$ cat src/rtl/seq_controller.sv
// Instruction sequencer: fetches ROM words through rom_reader, executes bus
// write/read, delay, single-level loop and stop. All outputs are registered.
`timescale 1ns/1ps
module seq_controller #(
    parameter int unsigned JMP_WIDTH = 8
) (
    input  logic                 clk_i,
    input  logic                 nrst_i,
    input  logic                 start_i,
    input  logic                 abort_i,
    input  logic [31:0]          start_addr_i,
    output logic                 busy_o,
    output logic                 done_o,
    output logic                 error_o,
    output logic [15:0]          rdata_o,
    output logic                 load_start_o,
    output logic                 read_next_o,
    output logic                 jmp_en_o,
    output logic                 jmp_dir_up_o,
    output logic [JMP_WIDTH-1:0] jmp_value_o,
    output logic [31:0]          start_addr_o,
    input  logic [31:0]          rom_data_i,
    input  logic                 rom_data_rdy_i,
    output logic                 bus_req_o,
    output logic                 bus_we_o,
    output logic [11:0]          bus_addr_o,
    output logic [15:0]          bus_wdata_o,
    input  logic [15:0]          bus_rdata_i,
    input  logic                 bus_ack_i
);

    typedef enum logic [2:0] {IDLE, FETCH, EXEC, BUS, DELAY, DONE} state_t;
    typedef enum logic [3:0] {
        OP_NOP, OP_WRITE, OP_READ, OP_DELAY, OP_LOOP, OP_STOP
    } opcode_t;

    state_t               state, state_nxt;
    opcode_t              opcode;
    logic [31:0]          instr, instr_nxt;
    logic [23:0]          delay_cnt, delay_cnt_nxt;
    logic [7:0]           loop_cnt, loop_cnt_nxt;
    logic [7:0]           loop_rem;
    logic                 loop_active, loop_active_nxt;
    logic                 error, error_nxt;
    logic [15:0]          rdata, rdata_nxt;
    logic                 load_start, load_start_nxt;
    logic                 read_next, read_next_nxt;
    logic                 jmp_en, jmp_en_nxt;
    logic                 jmp_dir_up, jmp_dir_up_nxt;
    logic [JMP_WIDTH-1:0] jmp_value, jmp_value_nxt;
    logic [31:0]          start_addr, start_addr_nxt;
    logic                 bus_req, bus_req_nxt;
    logic                 bus_we, bus_we_nxt;
    logic [11:0]          bus_addr, bus_addr_nxt;
    logic [15:0]          bus_wdata, bus_wdata_nxt;
    logic                 busy, busy_nxt;
    logic                 done, done_nxt;
    logic                 step, jump;

    assign opcode   = opcode_t'(instr[31:28]);
    assign loop_rem = loop_active ? loop_cnt : instr[27:20];

    always_ff @(posedge clk_i or negedge nrst_i) begin
        if (!nrst_i) begin
            state       <= IDLE;
            instr       <= '0;
            delay_cnt   <= '0;
            loop_cnt    <= '0;
            loop_active <= 1'b0;
            error       <= 1'b0;
            rdata       <= '0;
            load_start  <= 1'b0;
            read_next   <= 1'b0;
            jmp_en      <= 1'b0;
            jmp_dir_up  <= 1'b0;
            jmp_value   <= '0;
            start_addr  <= '0;
            bus_req     <= 1'b0;
            bus_we      <= 1'b0;
            bus_addr    <= '0;
            bus_wdata   <= '0;
            busy        <= 1'b0;
            done        <= 1'b0;
        end else begin
            state       <= state_nxt;
            instr       <= instr_nxt;
            delay_cnt   <= delay_cnt_nxt;
            loop_cnt    <= loop_cnt_nxt;
            loop_active <= loop_active_nxt;
            error       <= error_nxt;
            rdata       <= rdata_nxt;
            load_start  <= load_start_nxt;
            read_next   <= read_next_nxt;
            jmp_en      <= jmp_en_nxt;
            jmp_dir_up  <= jmp_dir_up_nxt;
            jmp_value   <= jmp_value_nxt;
            start_addr  <= start_addr_nxt;
            bus_req     <= bus_req_nxt;
            bus_we      <= bus_we_nxt;
            bus_addr    <= bus_addr_nxt;
            bus_wdata   <= bus_wdata_nxt;
            busy        <= busy_nxt;
            done        <= done_nxt;
        end
    end

    always_comb begin
        state_nxt       = state;
        instr_nxt       = instr;
        delay_cnt_nxt   = delay_cnt;
        loop_cnt_nxt    = loop_cnt;
        loop_active_nxt = loop_active;
        error_nxt       = error;
        rdata_nxt       = rdata;
        load_start_nxt  = 1'b0;
        read_next_nxt   = 1'b0;
        jmp_en_nxt      = 1'b0;
        jmp_dir_up_nxt  = 1'b0;
        jmp_value_nxt   = '0;
        start_addr_nxt  = start_addr;
        bus_req_nxt     = bus_req;
        bus_we_nxt      = bus_we;
        bus_addr_nxt    = bus_addr;
        bus_wdata_nxt   = bus_wdata;
        step            = 1'b0;
        jump            = 1'b0;

        case (state)
            IDLE, DONE: begin
                if (start_i) begin
                    start_addr_nxt = start_addr_i;
                    load_start_nxt = 1'b1;
                    error_nxt      = 1'b0;
                    state_nxt      = FETCH;
                end
            end
            FETCH: begin
                if (rom_data_rdy_i) begin
                    instr_nxt = rom_data_i;
                    state_nxt = EXEC;
                end
            end
            EXEC: begin
                case (opcode)
                    OP_NOP: step = 1'b1;
                    OP_WRITE, OP_READ: begin
                        bus_req_nxt   = 1'b1;
                        bus_we_nxt    = (opcode == OP_WRITE);
                        bus_addr_nxt  = instr[27:16];
                        bus_wdata_nxt = instr[15:0];
                        state_nxt     = BUS;
                    end
                    OP_DELAY: begin
                        if (instr[23:0] == '0) begin
                            step = 1'b1;
                        end else begin
                            delay_cnt_nxt = instr[23:0];
                            state_nxt     = DELAY;
                        end
                    end
                    OP_LOOP: begin
                        if (loop_rem != '0) begin
                            jump            = 1'b1;
                            loop_cnt_nxt    = loop_rem - 8'd1;
                            loop_active_nxt = 1'b1;
                        end else begin
                            loop_active_nxt = 1'b0;
                            step            = 1'b1;
                        end
                    end
                    OP_STOP: state_nxt = DONE;
                    default: begin
                        error_nxt = 1'b1;
                        state_nxt = DONE;
                    end
                endcase
            end
            BUS: begin
                if (bus_ack_i) begin
                    bus_req_nxt = 1'b0;
                    if (!bus_we) rdata_nxt = bus_rdata_i;
                    step = 1'b1;
                end
            end
            DELAY: begin
                if (delay_cnt == 24'd1) step = 1'b1;
                else delay_cnt_nxt = delay_cnt - 24'd1;
            end
            default: state_nxt = IDLE;
        endcase

        if (step || jump) begin
            read_next_nxt = 1'b1;
            jmp_en_nxt    = jump;
            state_nxt     = FETCH;
            if (jump) begin
                jmp_dir_up_nxt = instr[12];
                jmp_value_nxt  = instr[JMP_WIDTH-1:0];
            end
        end

        // abort overrides every decision above, but keeps error/rdata/start_addr
        if (abort_i) begin
            state_nxt       = IDLE;
            bus_req_nxt     = 1'b0;
            loop_active_nxt = 1'b0;
            load_start_nxt  = 1'b0;
            read_next_nxt   = 1'b0;
            jmp_en_nxt      = 1'b0;
            jmp_dir_up_nxt  = 1'b0;
            jmp_value_nxt   = '0;
            error_nxt       = error;
            rdata_nxt       = rdata;
            start_addr_nxt  = start_addr;
        end

        busy_nxt = (state_nxt != IDLE) && (state_nxt != DONE);
        done_nxt = (state_nxt == DONE);
    end

    assign busy_o       = busy;
    assign done_o       = done;
    assign error_o      = error;
    assign rdata_o      = rdata;
    assign load_start_o = load_start;
    assign read_next_o  = read_next;
    assign jmp_en_o     = jmp_en;
    assign jmp_dir_up_o = jmp_dir_up;
    assign jmp_value_o  = jmp_value;
    assign start_addr_o = start_addr;
    assign bus_req_o    = bus_req;
    assign bus_we_o     = bus_we;
    assign bus_addr_o   = bus_addr;
    assign bus_wdata_o  = bus_wdata;

endmodule

$ cat config.mk
export PLATFORM = sky130hd
export DESIGN_NAME = seq_controller
export DESIGN_NICKNAME = d
export VERILOG_FILES = /design/src/rtl/seq_controller.sv
export SDC_FILE = /design/constraint.sdc
export NUM_CORES = 1
export LEC_CHECK = 0
export CORE_MARGIN = 2
export CORE_UTILIZATION = 30
export DETAILED_ROUTE_END_ITERATION = 6
export GPL_ROUTABILITY_DRIVEN = 0
export PLACE_DENSITY = 0.61
export SLEW_MARGIN = 20
export SYNTH_ARGS = -nofsm -noshare
export SYNTH_HDL_FRONTEND = slang
export SYNTH_SLANG_ARGS = --single-unit
$ cat constraint.sdc
create_clock -name clk_i -period 3.71 [get_ports clk_i]
set_input_delay 0.742 -clock clk_i [delete_from_list [all_inputs] [get_ports clk_i]]
set_output_delay 0.742 -clock clk_i [all_outputs]
set_load 0.01 [all_outputs]
Word-level counts from Yosys, hierarchy flattened
Index checks and enable logic that the tools add are counted.

Reductions and logical operators: 26. Muxes and demuxes: 44. Equal/unequal tests: 20. Bitwise operators: 2. $add $sub $neg: 2.

Operator list (number): 24-bit 2-to-1 mux (3); 24-bit one-hot mux with 2 select lines (1); 8-bit 2-to-1 mux (4); 1-bit 2-to-1 mux (25); 24-bit by 1-bit == test with 1-bit output, second input constant (1); 24-bit zero test (1); 24-bit by 1-bit subtractor with 24-bit output, second input constant (1); 3-bit 2-to-1 mux (5); 3-bit one-hot mux with 4 select lines (1); 4-bit AND reduction (3); 3-bit == test, second input constant (3); 3-bit one-hot mux with 3 select lines (1); 3-bit AND reduction (3); 4-bit by 2-bit == test with 1-bit output, second input constant (2); 4-bit by 3-bit == test with 1-bit output, second input constant (2); 2-bit inequality test, second input constant (4); 2-bit nonzero test (4); 8-bit nonzero test (1); 2-bit OR reduction (4); 8-bit by 1-bit subtractor with 8-bit output, second input constant (1); 3-bit by 2-bit == test with 1-bit output, second input constant (2); 3-bit inequality test, second input constant (2); 1-bit one-hot mux with 3 select lines (2); 2-bit AND reduction (3); 12 further kinds (15).

Bits of input ports: 86. Word-level logic and storage cells: 113. Register bits: 161. Output and inout port bits: 93.

Logic depth before layout (Yosys ltp)
Gate-level depths: netlist of run 1.

Word-level depth: 10. Depth in mapped cells: 10. Mapped depth without buffers: 8.

Worst setup path after synthesis of run 1
No wires, ideal clock.

Path type: flip-flop to flip-flop. Start: register loop_active. End: register loop_cnt[3]. Setup time: 0.077 ns. Period minus slack after synthesis: 2.188 ns. Path buffers: 2. Cell stages (with the launch flop): 10. Data required time: 3.633 ns. Path slack: 1.522 ns. Arrival time: 2.111 ns. Cells stage by stage: dfrtp_1 buf_6 buf_2 mux2i_1 ha_1 o21ai_0 o311ai_4 nor2_1 mux2_2 a21oi_1.

Cells in the longest elaborated chain, start to end: 3. Elaborated cells between the ends (all ways): 4. Those cells by class: 1 x add/sub; 1 x mux; 2 x reduce/logical.

RTL lines: start, declared (RTL line 43) `logic loop_active, loop_active_nxt;`; start signal, assigned (RTL line 89) `loop_active <= loop_active_nxt;`; 8-bit 2-to-1 mux * (RTL line 61) `assign loop_rem = loop_active ? loop_cnt : instr[27:20];`; parallel branches: the longest is 2 deep, another holds 8-bit by 1-bit subtractor with 8-bit output; end signal, assigned (RTL line 88) `loop_cnt <= loop_cnt_nxt;`; end, declared (RTL line 41) `logic [7:0] loop_cnt, loop_cnt_nxt;`.

Every way passes the cells marked *. A chain may end at the register's enable or synchronous reset.

Worst setup path in the final report of run 1
Start: register state[1]. End: register delay_cnt[18].

Cells in the longest elaborated chain, start to end: 3. Elaborated cells between the ends (all ways): 8. Those cells by class: 5 x eq/ne; 1 x mux; 2 x reduce/logical.

RTL lines: start, declared (RTL line 37) `state_t state, state_nxt;`; start signal, assigned (RTL line 85) `state <= state_nxt;`; 3-bit by 2-bit == test with 1-bit output / 3-bit == test (equally long branches) (RTL line 128) `case (state)`; 2-bit by 1-bit inequality test with 1-bit output (no line) (tied with other cells); 4-bit AND reduction (no line); end signal, assigned (RTL line 87) `delay_cnt <= delay_cnt_nxt;`; end, declared (RTL line 40) `logic [23:0] delay_cnt, delay_cnt_nxt;`.

Several ways; a longest one is shown, not always the timed one.

==> flow_summary_export.csv, run 1 <==
group,metric,value,unit
drt,wl_per_cell,16.2,um
logic_synthesis,synth_edf_count,0,
critical_path,crit_path_end_kind,"flip-flop",
placed_design,hpwl,12.9,mm
grt,grt_pass1_wl,31.2,mm
finish,final_net_count,915,
logic_synthesis,ys.warnings.count,0,
grt,grt_overflow,0,
logic_synthesis,yosysSeqAreaShare,55.6,%
pwr,p_leak,4.27,nW
finish,layout-drive-gt1-share,16.4,%
grt,grt_pass1_vias,5497,
critical_path,required,4.02,ns
drt,vias,5539,
sta,finalHoldViolCount,0,
job,cap_violations,0,
drt,drt_first_iter_violations,385,
sta,fin_tns_setup,0,ns
critical_path,cpPeakStageDelay,0.70,ns
placed_design,numPortBuffers,178,
critical_path,crit_chain,"nor3b_2, buf_4, nand4_1, nor4_4, a21o_1, a21oi_1, o22a_1",
hold_path,min_path_type,"primary input to async pin",
clock_tree,cts_buffers,17,
logic_synthesis,syn_nets,747,
clock_tree,cts_root_buf,"clkbuf_16",
clock_tree,clk_latency,0.43,ns
drt,wl,18.8,mm
clock_tree,cts_setup_buffers,0,
floorplanning,rows,56,
logic_synthesis,synth.area.top_cells,"dfrtp_1, mux2_2, nand2_1",
critical_path,crit_fanout,28,
logic_synthesis,synth_top_area_cell,"dfrtp_1",
drt,route.detailed.drc,0,
pwr,seq_power_share,43.7,%
logic_synthesis,ys.flop_type,"dfrtp_1",
logic_synthesis,ys_async_sr_fraction,100,%
pwr,power_frac_comb,29.2,%
clock_tree,holdBufCountCts,0,
sta,period_needed,2.65,ns
pwr,power_density,685,nW/um^2
floorplanning,die_x,159,um
drt,ant_nets,0,
sta,period_share,71.4,%
pwr,total_power,0.00681,W
sta,finalSetupViolations,0,
pwr,sw_frac_of_total,32.9,%
logic_synthesis,avgSynthCellArea,11.0,um^2
floorplanning,initial_utilization,30.7,%
grt,antenna_found_initial,1,
clock_tree,cts_resized,0,
finish,syn_to_final_growth,37.2,%
floorplanning,die_area,25400,um^2
critical_path,regToRegStartpoint,"state[1]$_DFF_PN0_",
pwr,ir_drop,301,uV
floorplanning,die_h,159,um
critical_path,worstPathArrival,2.96,ns
clock_tree,path_clk_slew,0.07,ns
grt,grtUsageTotal,15.3,%
clock_tree,clock-sinks,161,
logic_synthesis,synthDistinctLibCells,70,
clock_tree,ctsHtreeMaxLevel,4,
finish,final_common_cell,"clkdlybuf4s50_1",
pwr,switchingPower,0.00224,W
clock_tree,cts_tree,"done",
critical_path,cp-start-kind,"flip-flop",
critical_path,critPathLaunch,"state[1]$_DFF_PN0_",
sta,clock_skew,0.0105,ns
critical_path,crit_type,"flip-flop to flip-flop",
pwr,power_frac_clock,27.1,%
floorplanning,core,23600,um^2
status,status,"finished, final reports clean",
logic_synthesis,netlist_area,7250,um^2
critical_path,cp_slowest_cell,"a21o_1",
sta,worst_pin_slew,0.859,ns
logic_synthesis,synth_top_area_share,55.6,%
critical_path,path_buf_inv,1,
grt,grt_start_max_net_pins,84,
pwr,p_int,0.00457,W
drt,avgViaCountPerCell,4.79,
floorplanning,num_io_pins,179,
critical_path,critPathTopFamily,"compound AO/OA/AOI/OAI gates",
logic_synthesis,synthCells,657,
finish,final_cell_mix,"clkdlybuf4s50_1, dfrtp_1, nand2_1, mux2_2, a21oi_1",
sta,fmax,378,MHz
sta,slew-limit-headroom,42.7,%
logic_synthesis,synth_seq_cells,161,
sta,rsz0062_at_grt,"no",
sta,maxSlewViolCount,0,
drt,dr.pass1.iters,4,
clock_tree,clockBufferDepth,2,
per-layer routing:
layer	track usage (%)	wire, um	vias up
met5	0	0	-
met4	5.29	161	0
met3	4.30	1160	10
met2	22.5	8330	173
met1	21.7	9130	2685
li1	-	-	2671
path summary, 6_finish.rpt:
kind | end | slack [ns] | cells past startpoint
max in group asynchronous | start_addr_o[31]$_DFFE_PN0P_ | 2.52 | 2
worst max register to register | delay_cnt[18]$_DFFE_PN0P_ | 1.06 | 7
worst max-delay path | delay_cnt[18]$_DFFE_PN0P_ | 1.06 | 7
worst min-delay path | bus_addr_o[4]$_DFFE_PN0P_ | 0.37 | 1
min in group clk_i | start_addr_o[21]$_DFFE_PN0P_ | 0.47 | 2
worst min register to register | start_addr_o[21]$_DFFE_PN0P_ | 0.47 | 2
registers in the layout, summed over array words and instances, names as in the netlist:
signal	cells
instr	32
start_addr_o	32
delay_cnt	24
bus_wdata_o	16
rdata_o	16
bus_addr_o	12
jmp_value_o	8
loop_cnt	8
state	3
bus_req_o	1
bus_we_o	1
busy_o	1
done_o	1
error_o	1
jmp_dir_up_o	1
jmp_en_o	1
load_start_o	1
loop_active	1
read_next_o	1
cells by family after synthesis:
logic type / Yosys count / synth area share, %
AOI/OAI and AO/OA: 126 / 11.2
buffers and inverters: 45 / 3.11
DFF: 161 / 55.6
and+or+nand+nor: 234 / 16.2
xor gates and xnor gates: 6 / 0.725
adders and majority gates: 4 / 0.690
muxes: 81 / 12.5
worst reg2reg max path, cell delays in order, from the launching register on:
cell and delay, ns:
dfrtp_1 0.52, nor3b_2 0.23, buf_4 0.29, nand4_1 0.19, nor4_4 0.31, a21o_1 0.70
a21oi_1 0.09, o22a_1 0.21
final cells by class:
class                      count  area (um^2)
inverter                       6         22.5
sequential                   161         4030
tap                          319          399
clock inverter                11          154
fill                        2279        13700
clock buffer                  19          453
multi-input combinational    451         3000
timing repair buffer         188         1880
antenna                        1         2.50
cell usage after synthesis (5+ instances only):
master     count
nor4_1        16
nand2b_1       6
buf_6          5
mux2_2        76
a21oi_1       35
o2bb2ai_1      8
nand2_1      119
a22oi_1        5
inv_1          6
buf_2          9
nand3_1        7
o21ai_1       12
clkbuf_1      22
nor2_1        30
nor3_1        12
dfrtp_1      161
o21ai_0       29
and2_1        10
power by group through the flow:
stage / clock network, W / registers (W) / logic (W)
floorplan: 0 / 0.00288 / 0.00113
global placement: 0 / 0.00300 / 0.00197
detailed placement: 0 / 0.00301 / 0.00201
CTS: 0.00190 / 0.00299 / 0.00202
global route: 0.00198 / 0.00309 / 0.00221
finish: 0.00185 / 0.00298 / 0.00199
metrics by stage:
step	cell area, um^2	hold WS, ns	setup slack [ns]	cells	utilization (%)
global route	9940	0.430	0.782	1155	42.1
finish	9940	0.372	1.06	1156	42.1
floorplan	7250	0.446	1.52	657	-
global placement	9340	0.457	1.04	1125	39.5
CTS	9940	0.410	1.05	1155	42.1
detailed placement	9340	0.464	1.01	1125	39.5
Power figures use the tool's default switching activity.
==> run 2, diff against run 1 <==
PLACE_DENSITY = 0.63   (was 0.61)
clock period = 2.3 ns   (was 3.71 ns; I/O delays follow)
==> flow_summary_export.csv, run 2 (synthesized netlist as in run 1, its figures left out) <==
group,metric,value,unit
status,status,"finished, final reports clean",
critical_path,crit_chain,"or4b_4, buf_4, nor3_4, o311a_2, nand2b_1, o32ai_1, a21oi_1",
critical_path,critPathTopFamily,"simple AND/OR/NAND/NOR gates",
sta,finalHoldViolCount,0,
clock_tree,clock-sinks,161,
finish,final_net_count,940,
sta,rsz0062_at_grt,"yes",
placed_design,hpwl,13.5,mm
grt,grt_overflow,0,
critical_path,cp_slowest_cell,"or4b_4",
critical_path,crit_type,"flip-flop to flip-flop",
clock_tree,clockBufferDepth,2,
sta,fin_tns_setup,0,ns
finish,fillerInstances,2265,
finish,final_cell_mix,"clkdlybuf4s50_1, dfrtp_1, nand2_1, mux2_2, a21oi_1",
clock_tree,cts_root_buf,"clkbuf_16",
finish,final-seq-area,4030,um^2
critical_path,required,2.61,ns
clock_tree,cts_tree,"done",
pwr,p_int,0.00737,W
drt,ant_nets,0,
grt,antenna_found_initial,0,
clock_tree,ctsHtreeMaxLevel,4,
sta,clock_skew,0.0110,ns
drt,route.detailed.drc,0,
critical_path,cp-start-kind,"flip-flop",
critical_path,cpPeakStageDelay,0.52,ns
floorplanning,rows,56,
critical_path,path_buf_inv,1,
finish,instances_no_fill,1181,
pwr,seq_power_share,43.3,%
pwr,ir_drop,728,uV
drt,wl,19.0,mm
finish,syn_to_final_growth,41.2,%
floorplanning,die_h,159,um
critical_path,crit_path_end_kind,"flip-flop",
pwr,sw_frac_of_total,33.7,%
sta,slew-limit-headroom,65.4,%
drt,wl_per_cell,16.1,um
sta,period_needed,2.20,ns
finish,final_common_cell,"clkdlybuf4s50_1",
drt,drt_first_iter_violations,267,
finish,multiInputGateArea,3060,um^2
grt,grt_pass1_vias,5711,
grt,grt_start_max_net_pins,52,
sta,worst_pin_slew,0.519,ns
hold_path,min_path_type,"flip-flop to flip-flop",
finish,layout-drive-gt1-share,19.8,%
pwr,p_leak,4.42,nW
grt,grt_pass1_wl,31.3,mm
critical_path,crit_fanout,6,
drt,vias,5710,
pwr,power_density,1090,nW/um^2
placed_design,numPortBuffers,178,
clock_tree,path_clk_slew,0.07,ns
drt,avgViaCountPerCell,4.83,
finish,diodes,0,
pwr,power_frac_comb,30.7,%
sta,finalSetupViolations,0,
floorplanning,num_io_pins,179,
sta,maxSlewViolCount,0,
job,cap_violations,0,
pwr,power_frac_clock,25.9,%
floorplanning,die_x,159,um
placed_design,dp.cells,1148,
floorplanning,core,23600,um^2
grt,grtUsageTotal,15.4,%
sta,period_share,95.5,%
floorplanning,initial_utilization,30.7,%
clock_tree,clk_latency,0.43,ns
sta,fmax,455,MHz
floorplanning,die_area,25400,um^2
clock_tree,cts_buffers,17,
pwr,switchingPower,0.00375,W
critical_path,worstPathArrival,2.50,ns
drt,dr.pass1.iters,5,
run 2: cell types whose count changed in the layout (fill, tap and decap cells not counted), moves of 2 or more:
| cell | change |
|---|---|
| buf_4 | +19 |
| clkbuf_8 | -2 |
| buf_12 | +5 |
| inv_6 | +5 |
run 2: worst reg2reg max path: cells and delay by family, from the launching register on:
| family | cells | cell delay (ns) |
|---|---|---|
| AOI/OAI and AO/OA | 3 | 0.60 |
| buffers and inverters | 1 | 0.18 |
| DFF | 1 | 0.43 |
| and+or+nand+nor | 3 | 0.88 |
run 2: through the flow:
step / cell area [um^2] / worst slack (ns) / utilization [%] / hold slack, ns / total power (W)
floorplan: 7250 / 0.112 / - / 0.164 / 0.00646
global placement: 9570 / 0.117 / 40.5 / 0.432 / 0.00817
detailed placement: 9570 / 0.0633 / 40.5 / 0.437 / 0.00824
CTS: 10200 / 0.0458 / 43.1 / 0.478 / 0.0112
global route: 10200 / -0.0380 / 43.4 / 0.500 / 0.0118
finish: 10200 / 0.104 / 43.4 / 0.473 / 0.0111
run 2: worst paths after layout:
path                                              start                            to  slack, ns  depth (start not counted)
max in group asynchronous                        nrst_i      delay_cnt[4]$_DFFE_PN0P_       1.10                          3
min reg2reg                start_addr_o[18]$_DFFE_PN0P_  start_addr_o[18]$_DFFE_PN0P_       0.47                          2
min                        start_addr_o[18]$_DFFE_PN0P_  start_addr_o[18]$_DFFE_PN0P_       0.47                          2
max reg2reg                       instr[31]$_DFFE_PN0P_       loop_cnt[2]$_DFFE_PN0P_       0.10                          7
min in group asynchronous                        nrst_i     bus_addr_o[6]$_DFFE_PN0P_       0.53                          2
max                               instr[31]$_DFFE_PN0P_       loop_cnt[2]$_DFFE_PN0P_       0.10                          7
run 2: per-layer routing:
layer	share of wire, %	global-route usage, %	vias up	wire [um]
li1	-	-	2732	-
met1	47	21.1	2792	8930
met2	46	23.9	173	8790
met3	6.0	4.51	13	1150
met4	0.84	4.26	0	159
met5	0	0	-	0
run 2: repair_timing:
item | in CTS | in global routing
resized for setup | 0 | 12
hold buffers | 1 | 0
setup buffers | 0 | 1
hold endpoints to repair | 41 | 0
setup endpoints to repair | 0 | 17
run 2: final cells by class:
| class | instances | share of cell area (%) |
|---|---|---|
| flip-flops and latches | 161 | 39.4 |
| multi-input cells | 451 | 29.9 |
| repair buffers | 213 | 20.9 |
| clock buffers | 17 | 4.15 |
| well taps | 319 | 3.90 |
| clock inverters | 14 | 1.63 |
| inverters | 6 | 0.220 |
run 2: power groups by stage:
stage / clock, W / combinational (W) / sequential, W
after floorplan: 0 / 0.00181 / 0.00465
after global placement: 0 / 0.00334 / 0.00483
after detailed placement: 0 / 0.00339 / 0.00485
after CTS: 0.00298 / 0.00341 / 0.00481
after global routing: 0.00310 / 0.00374 / 0.00499
final: 0.00288 / 0.00342 / 0.00482
==> run 3, diff against run 2 <==
CTS_CLUSTER_SIZE = 40   (was not set)
==> results of run 3 <==
Same layout as run 2: the final DEF is identical, and so are final timing and power.
